## src/rtl/control_riesgos_pkg.sv

```systemverilog
// Shared definitions for the pipeline hazard controller: register-index
// width, wait-counter width and the controller state encoding.
package control_riesgos_pkg;

  localparam int REG_W  = 5;  // MIPS register index width
  localparam int WAIT_W = 4;  // enough for a memory timeout of up to 15 cycles

  typedef enum logic [1:0] {
    ST_RUN      = 2'd0,
    ST_MEM_WAIT = 2'd1,
    ST_TIMEOUT  = 2'd2,
    ST_UNUSED   = 2'd3
  } estado_t;

endpackage

```

## src/rtl/control_riesgos_deteccion_carga_uso.sv

```systemverilog
// Pure combinational load-use detector: the LW in EX writes a register that
// the instruction in ID is about to read. Register 0 never creates a hazard.
module deteccion_carga_uso
  import control_riesgos_pkg::*;
(
  input  logic             ex_memread,
  input  logic [REG_W-1:0] ex_rt,
  input  logic [REG_W-1:0] id_rs,
  input  logic [REG_W-1:0] id_rt,
  input  logic             id_uses_rt,
  output logic             load_use
);

  // Compare the load destination against both ID source operands
  assign load_use = ex_memread && (ex_rt != '0) &&
                    ((ex_rt == id_rs) || (id_uses_rt && (ex_rt == id_rt)));

endmodule

```

## src/rtl/control_riesgos.sv

```systemverilog
// Hazard controller for the 5-stage pipeline: load-use stalls, branch/jump
// flushes, data-memory wait with timeout, and a saturating stall counter.
module control_riesgos
  import control_riesgos_pkg::*;
#(
  parameter int unsigned MEM_TIMEOUT = 15,
  parameter int unsigned CNT_W       = 16
) (
  input  logic             clk,
  input  logic             rst_n,
  input  logic [REG_W-1:0] id_rs,
  input  logic [REG_W-1:0] id_rt,
  input  logic             id_uses_rt,
  input  logic             id_jump,
  input  logic             ex_memread,
  input  logic [REG_W-1:0] ex_rt,
  input  logic             ex_br_taken,
  input  logic             mem_req,
  input  logic             mem_ack,
  output logic             pc_write,
  output logic             ifid_write,
  output logic             idex_write,
  output logic             exmem_write,
  output logic             ifid_flush,
  output logic             idex_flush,
  output logic             mem_err,
  output logic [CNT_W-1:0] stall_cnt,
  output logic [1:0]       state
);

  estado_t           state_reg, state_next;
  logic [WAIT_W-1:0] wait_reg, wait_next;
  logic [WAIT_W:0]   wait_inc;
  logic              mem_err_reg, mem_err_next;
  logic [CNT_W-1:0]  stall_cnt_reg;
  logic              load_use;
  logic              run_rules;

  deteccion_carga_uso u_carga_uso (
    .ex_memread (ex_memread),
    .ex_rt      (ex_rt),
    .id_rs      (id_rs),
    .id_rt      (id_rt),
    .id_uses_rt (id_uses_rt),
    .load_use   (load_use)
  );

  // One extra bit so the compare against MEM_TIMEOUT=15 cannot overflow
  assign wait_inc = {1'b0, wait_reg} + (WAIT_W+1)'(1);

  // Next-state and pipeline control; memory stall outranks branch, which
  // outranks load-use, which outranks jump (a stalled jump retries next cycle)
  always_comb begin
    pc_write     = 1'b1;
    ifid_write   = 1'b1;
    idex_write   = 1'b1;
    exmem_write  = 1'b1;
    ifid_flush   = 1'b0;
    idex_flush   = 1'b0;
    state_next   = state_reg;
    wait_next    = wait_reg;
    mem_err_next = mem_err_reg;
    run_rules    = 1'b0;

    case (state_reg)
      ST_RUN: begin
        if (mem_req && !mem_ack) begin
          pc_write    = 1'b0;
          ifid_write  = 1'b0;
          idex_write  = 1'b0;
          exmem_write = 1'b0;
          state_next  = ST_MEM_WAIT;
          wait_next   = '0;
        end else begin
          run_rules = 1'b1;
        end
      end
      ST_MEM_WAIT: begin
        if (mem_ack) begin
          run_rules  = 1'b1;
          state_next = ST_RUN;
          wait_next  = '0;
        end else begin
          pc_write    = 1'b0;
          ifid_write  = 1'b0;
          idex_write  = 1'b0;
          exmem_write = 1'b0;
          if (wait_inc == (WAIT_W+1)'(MEM_TIMEOUT)) begin
            state_next   = ST_TIMEOUT;
            wait_next    = '0;
            mem_err_next = 1'b1;
          end else begin
            wait_next = wait_inc[WAIT_W-1:0];
          end
        end
      end
      ST_TIMEOUT: begin
        // The access is abandoned: EX/MEM advances, hazards still apply
        run_rules  = 1'b1;
        state_next = ST_RUN;
      end
      default: begin
        state_next = ST_RUN;
        wait_next  = '0;
      end
    endcase

    if (run_rules) begin
      if (ex_br_taken) begin
        ifid_flush = 1'b1;
        idex_flush = 1'b1;
      end else if (load_use) begin
        pc_write   = 1'b0;
        ifid_write = 1'b0;
        idex_flush = 1'b1;
      end else if (id_jump) begin
        ifid_flush = 1'b1;
      end
    end

    // While reset is held the pipeline free-runs with no flushes
    if (!rst_n) begin
      pc_write    = 1'b1;
      ifid_write  = 1'b1;
      idex_write  = 1'b1;
      exmem_write = 1'b1;
      ifid_flush  = 1'b0;
      idex_flush  = 1'b0;
    end
  end

  // State, wait counter, sticky error and saturating stall counter
  always_ff @(posedge clk or negedge rst_n) begin
    if (!rst_n) begin
      state_reg     <= ST_RUN;
      wait_reg      <= '0;
      mem_err_reg   <= 1'b0;
      stall_cnt_reg <= '0;
    end else begin
      state_reg   <= state_next;
      wait_reg    <= wait_next;
      mem_err_reg <= mem_err_next;
      if (!pc_write && (stall_cnt_reg != '1))
        stall_cnt_reg <= stall_cnt_reg + CNT_W'(1);
    end
  end

  assign mem_err   = mem_err_reg;
  assign stall_cnt = stall_cnt_reg;
  assign state     = state_reg;

endmodule

```

## config.mk

```make
export PLATFORM = sky130hd
export DESIGN_NAME = control_riesgos
export DESIGN_NICKNAME = d
export VERILOG_FILES = /design/src/rtl/control_riesgos_pkg.sv /design/src/rtl/control_riesgos_deteccion_carga_uso.sv /design/src/rtl/control_riesgos.sv
export SDC_FILE = /design/constraint.sdc
export NUM_CORES = 1
export LEC_CHECK = 0
export CAP_MARGIN = 40
export CORE_AREA = 10 10 79 64
export DETAILED_ROUTE_END_ITERATION = 12
export DIE_AREA = 0 0 89 74
export PLACE_DENSITY = 0.77
export SLEW_MARGIN = 0
export SYNTH_ARGS = -nofsm -noshare
export SYNTH_HDL_FRONTEND = slang
export SYNTH_SLANG_ARGS = --single-unit
```

## constraint.sdc

```tcl
create_clock -name clk -period 1.8 [get_ports clk]
set_clock_uncertainty 0.1 [all_clocks]
set_input_delay 0.18 -clock clk [delete_from_list [all_inputs] [get_ports clk]]
set_output_delay 0.18 -clock clk [all_outputs]
set_load 0.1 [all_outputs]
```

==> metrics <==
status=finished with violations; failing checks=negative setup slack; worst-path cell chain=a2111oi_4, o2bb2ai_4, buf_12, inv_16, buf_16; WL per Instance=19.1 um; flip-flop and latch area=roughly 620 um^2; Worst Setup Slack, final=-0.186 ns; Peak Freq=503 MHz; Row Count=19; Layout Utilization=80.5%; Finish-stage setup viols=21; Root Buffer Master=clkbuf_8; drt drc=0; Initial Util=39.5%; final period utilization=110%; WS Path Type=reg -> out; crit start category=flip-flop; Clk pin slew, worst setup/hold paths=0.09 ns; Post-Route WL=5140 um; area grow syn2layout=104%; WP data arrival=1.71 ns; most frequent cell after synthesis=xnor2_1; core box area=3540 um^2; Req. time, crit path=~1.5 ns; Pwr Density=792 nW/um^2; global-route wire length before repair=7100 um; area share of the leading cell type in the synthesized netlist=41.1%; VDD IR-drop max=0.633 mV; Hold Crit Class=in -> async; Post-Syn Area=roughly 1400 um^2; vias in the first global route=1520; syn avg cell area=10.1 um^2; Critical Path End Type=output pin; cells after synthesis=138; Final min period=1.99 ns; CTS tree=done; Die X=89 um; max FFs per register=16; Post-synth top cells=xnor2_1, dfrtp_1, nand2_1; Post-layout nets=254; Fin Setup TNS=-2.04 ns; CTS Buf Count=3; area of the multi-input gates=1010 um^2; overall routing resource usage=between 10% and 20%; Seq cells post-synth=23; Skew-Pair Late Insertion Delay=0.27 ns; Simple-Gate Fraction of Synth Area=25.3%; Syn Nets=164; max_cap viols=0; Antenna Cells=0; die area=6590 um^2; RSZ-0062 raised after global routing=yes; xor/xnor share of the synthesized area=between 15 and 20%; adder-cell share of the synthesized area=roughly 2.7%; Final Max Slew Viols=0; DR vias=1408; die height=74 um; Pleak=between 0.001 and 0.0015 uW; maximum root-to-sink buffer count=2; yosys warns=0; number of synthesized flops with an enable pin=0; crit-path max FO=2; top cells by area, synth=dfrtp_1, xnor2_1, nand3_2; I/O Pins=48; Max-Slew Margin vs Limit=between 70% and 80%; first drt pass iteration count=4; initial antenna violation count=0; hold_buf cts=0; Slew @ Worst Pin=0.367 ns; Synth area leader=dfrtp_1; mux share of post-synthesis cell area=under 10%; post-synthesis cell type count=33; Vias/cell=5.23; GRT overflow=0; total clock sinks=23; post-route ant nets=0; dominant synthesized flop cell=dfrtp_1; slowest CP cell=dfrtp_4; Detailed Route Iter0 Violations=55; largest net degree at the start of global routing=25; Compound-Gate Fraction of Synth Area=approximately 8.9%; CTS HTree Levels=1; largest family of logic cells by synthesized area=simple AND/OR/NAND/NOR gates; Final Wtd Congestion=0.814; Hold Fails Final Rpt=0; Layout fillers=between 150 and 200; port bufs=47; DPL Wire Length=3390 um; ys async rst share=between 90% and 100%; CP peak stage delay=0.50 ns; layout cells sized above 1=57.3%; post-synthesis sequential area ratio=41.1%
repair_timing:
action | 4_1_cts | 5_1_grt
pin swaps | 21 | 22
buffers inserted | 8 | 7
setup endpoints to repair | 22 | 24
resized for setup | 35 | 25
final cells by class:
type                            count  area share, %
Timing Repair Buffer               89           38.1
Multi-Input combinational cell    105           35.3
Sequential cell                    23           21.8
Clock buffer                        3           1.45
Tap cell                           42           1.84
Clock inverter                      1          0.175
Inverter                            6           1.36
placed cells by master (no fill, tap or decap), types with 2 or more instances in the layout:
master and instances:
a21oi_1 2, a21oi_4 2, and3_1 6, and3_4 3, buf_12 24, buf_16 2, buf_2 2, buf_4 30
buf_6 10, clkbuf_8 3, clkdlybuf4s50_1 7, dfrtp_1 6, dfrtp_2 7, dfrtp_4 10, dlygate4sd2_1 11, ha_1 2
inv_1 5, mux2_4 2, nand2_1 11, nand2b_1 2, nand3_1 4, nand3_2 5, nand3_4 5, nand4_1 2
nand4_4 3, nand4b_1 2, nor2_4 3, o21ai_0 3, o21ai_4 2, o22ai_1 2, xnor2_1 23, xnor2_2 3
critical path, delay by kind of cell (launching register included):
kind / cells / cell delay (ns)
buffers and inverters: 3 / 0.34
DFF: 1 / 0.50
AOI/OAI and AO/OA: 2 / 0.59
kinds of logic (layout without fill, tap and decap cells):
kind of cell,after synthesis,in the layout
xor gates and xnor gates,26,26
adders and majority gates,3,3
and+or+nand+nor,56,56
buffers and inverters,10,99
DFF,23,23
muxes,2,2
AOI/OAI and AO/OA,18,18
final timing paths:
kind | startpoint | slack (ns) | to | depth (start not counted)
max | state[0] | -0.19 | pc_write | 5
min | rst_n | 0.17 | mem_err | 2
max reg2reg | stall_cnt[10] | -0.18 | stall_cnt[6] | 7
min reg2reg | mem_err | 0.38 | mem_err | 1
max in group asynchronous | rst_n | 1.20 | stall_cnt[3] | 2
min in group clk | mem_err | 0.38 | mem_err | 1
metal layers:
layer	global-route usage, %	routed length [um]	vias to the layer above
met5	0	0	-
met3	5.24	376	10
met4	4.40	142	0
met2	24.2	2740	61
met1	14.2	1880	675
li1	-	-	662
report_power, final:
group	leakage, uW	total (uW)	switching (uW)	internal, uW
logic	0.000882	1250	751	501
registers	0.000283	672	67.1	605
clock network	0.0000255	334	179	155
total	0.00119	2260	997	1260
per-stage QoR:
stage | cell area (um^2) | std cells | hold WS (ns) | worst slack (ns) | total power, uW
2_1_floorplan | 1630 | 138 | -0.216 | -0.210 | 1350
3_3_place_gp | 2540 | 251 | 0.358 | -0.430 | 1830
3_5_place_dp | 2540 | 251 | 0.365 | -0.459 | 1860
4_1_cts | 2680 | 263 | 0.182 | -0.171 | 2200
5_1_grt | 2850 | 269 | 0.180 | -0.235 | 2340
6_report | 2850 | 269 | 0.166 | -0.186 | 2260
No activity file was read; power rests on OpenSTA's default activity.
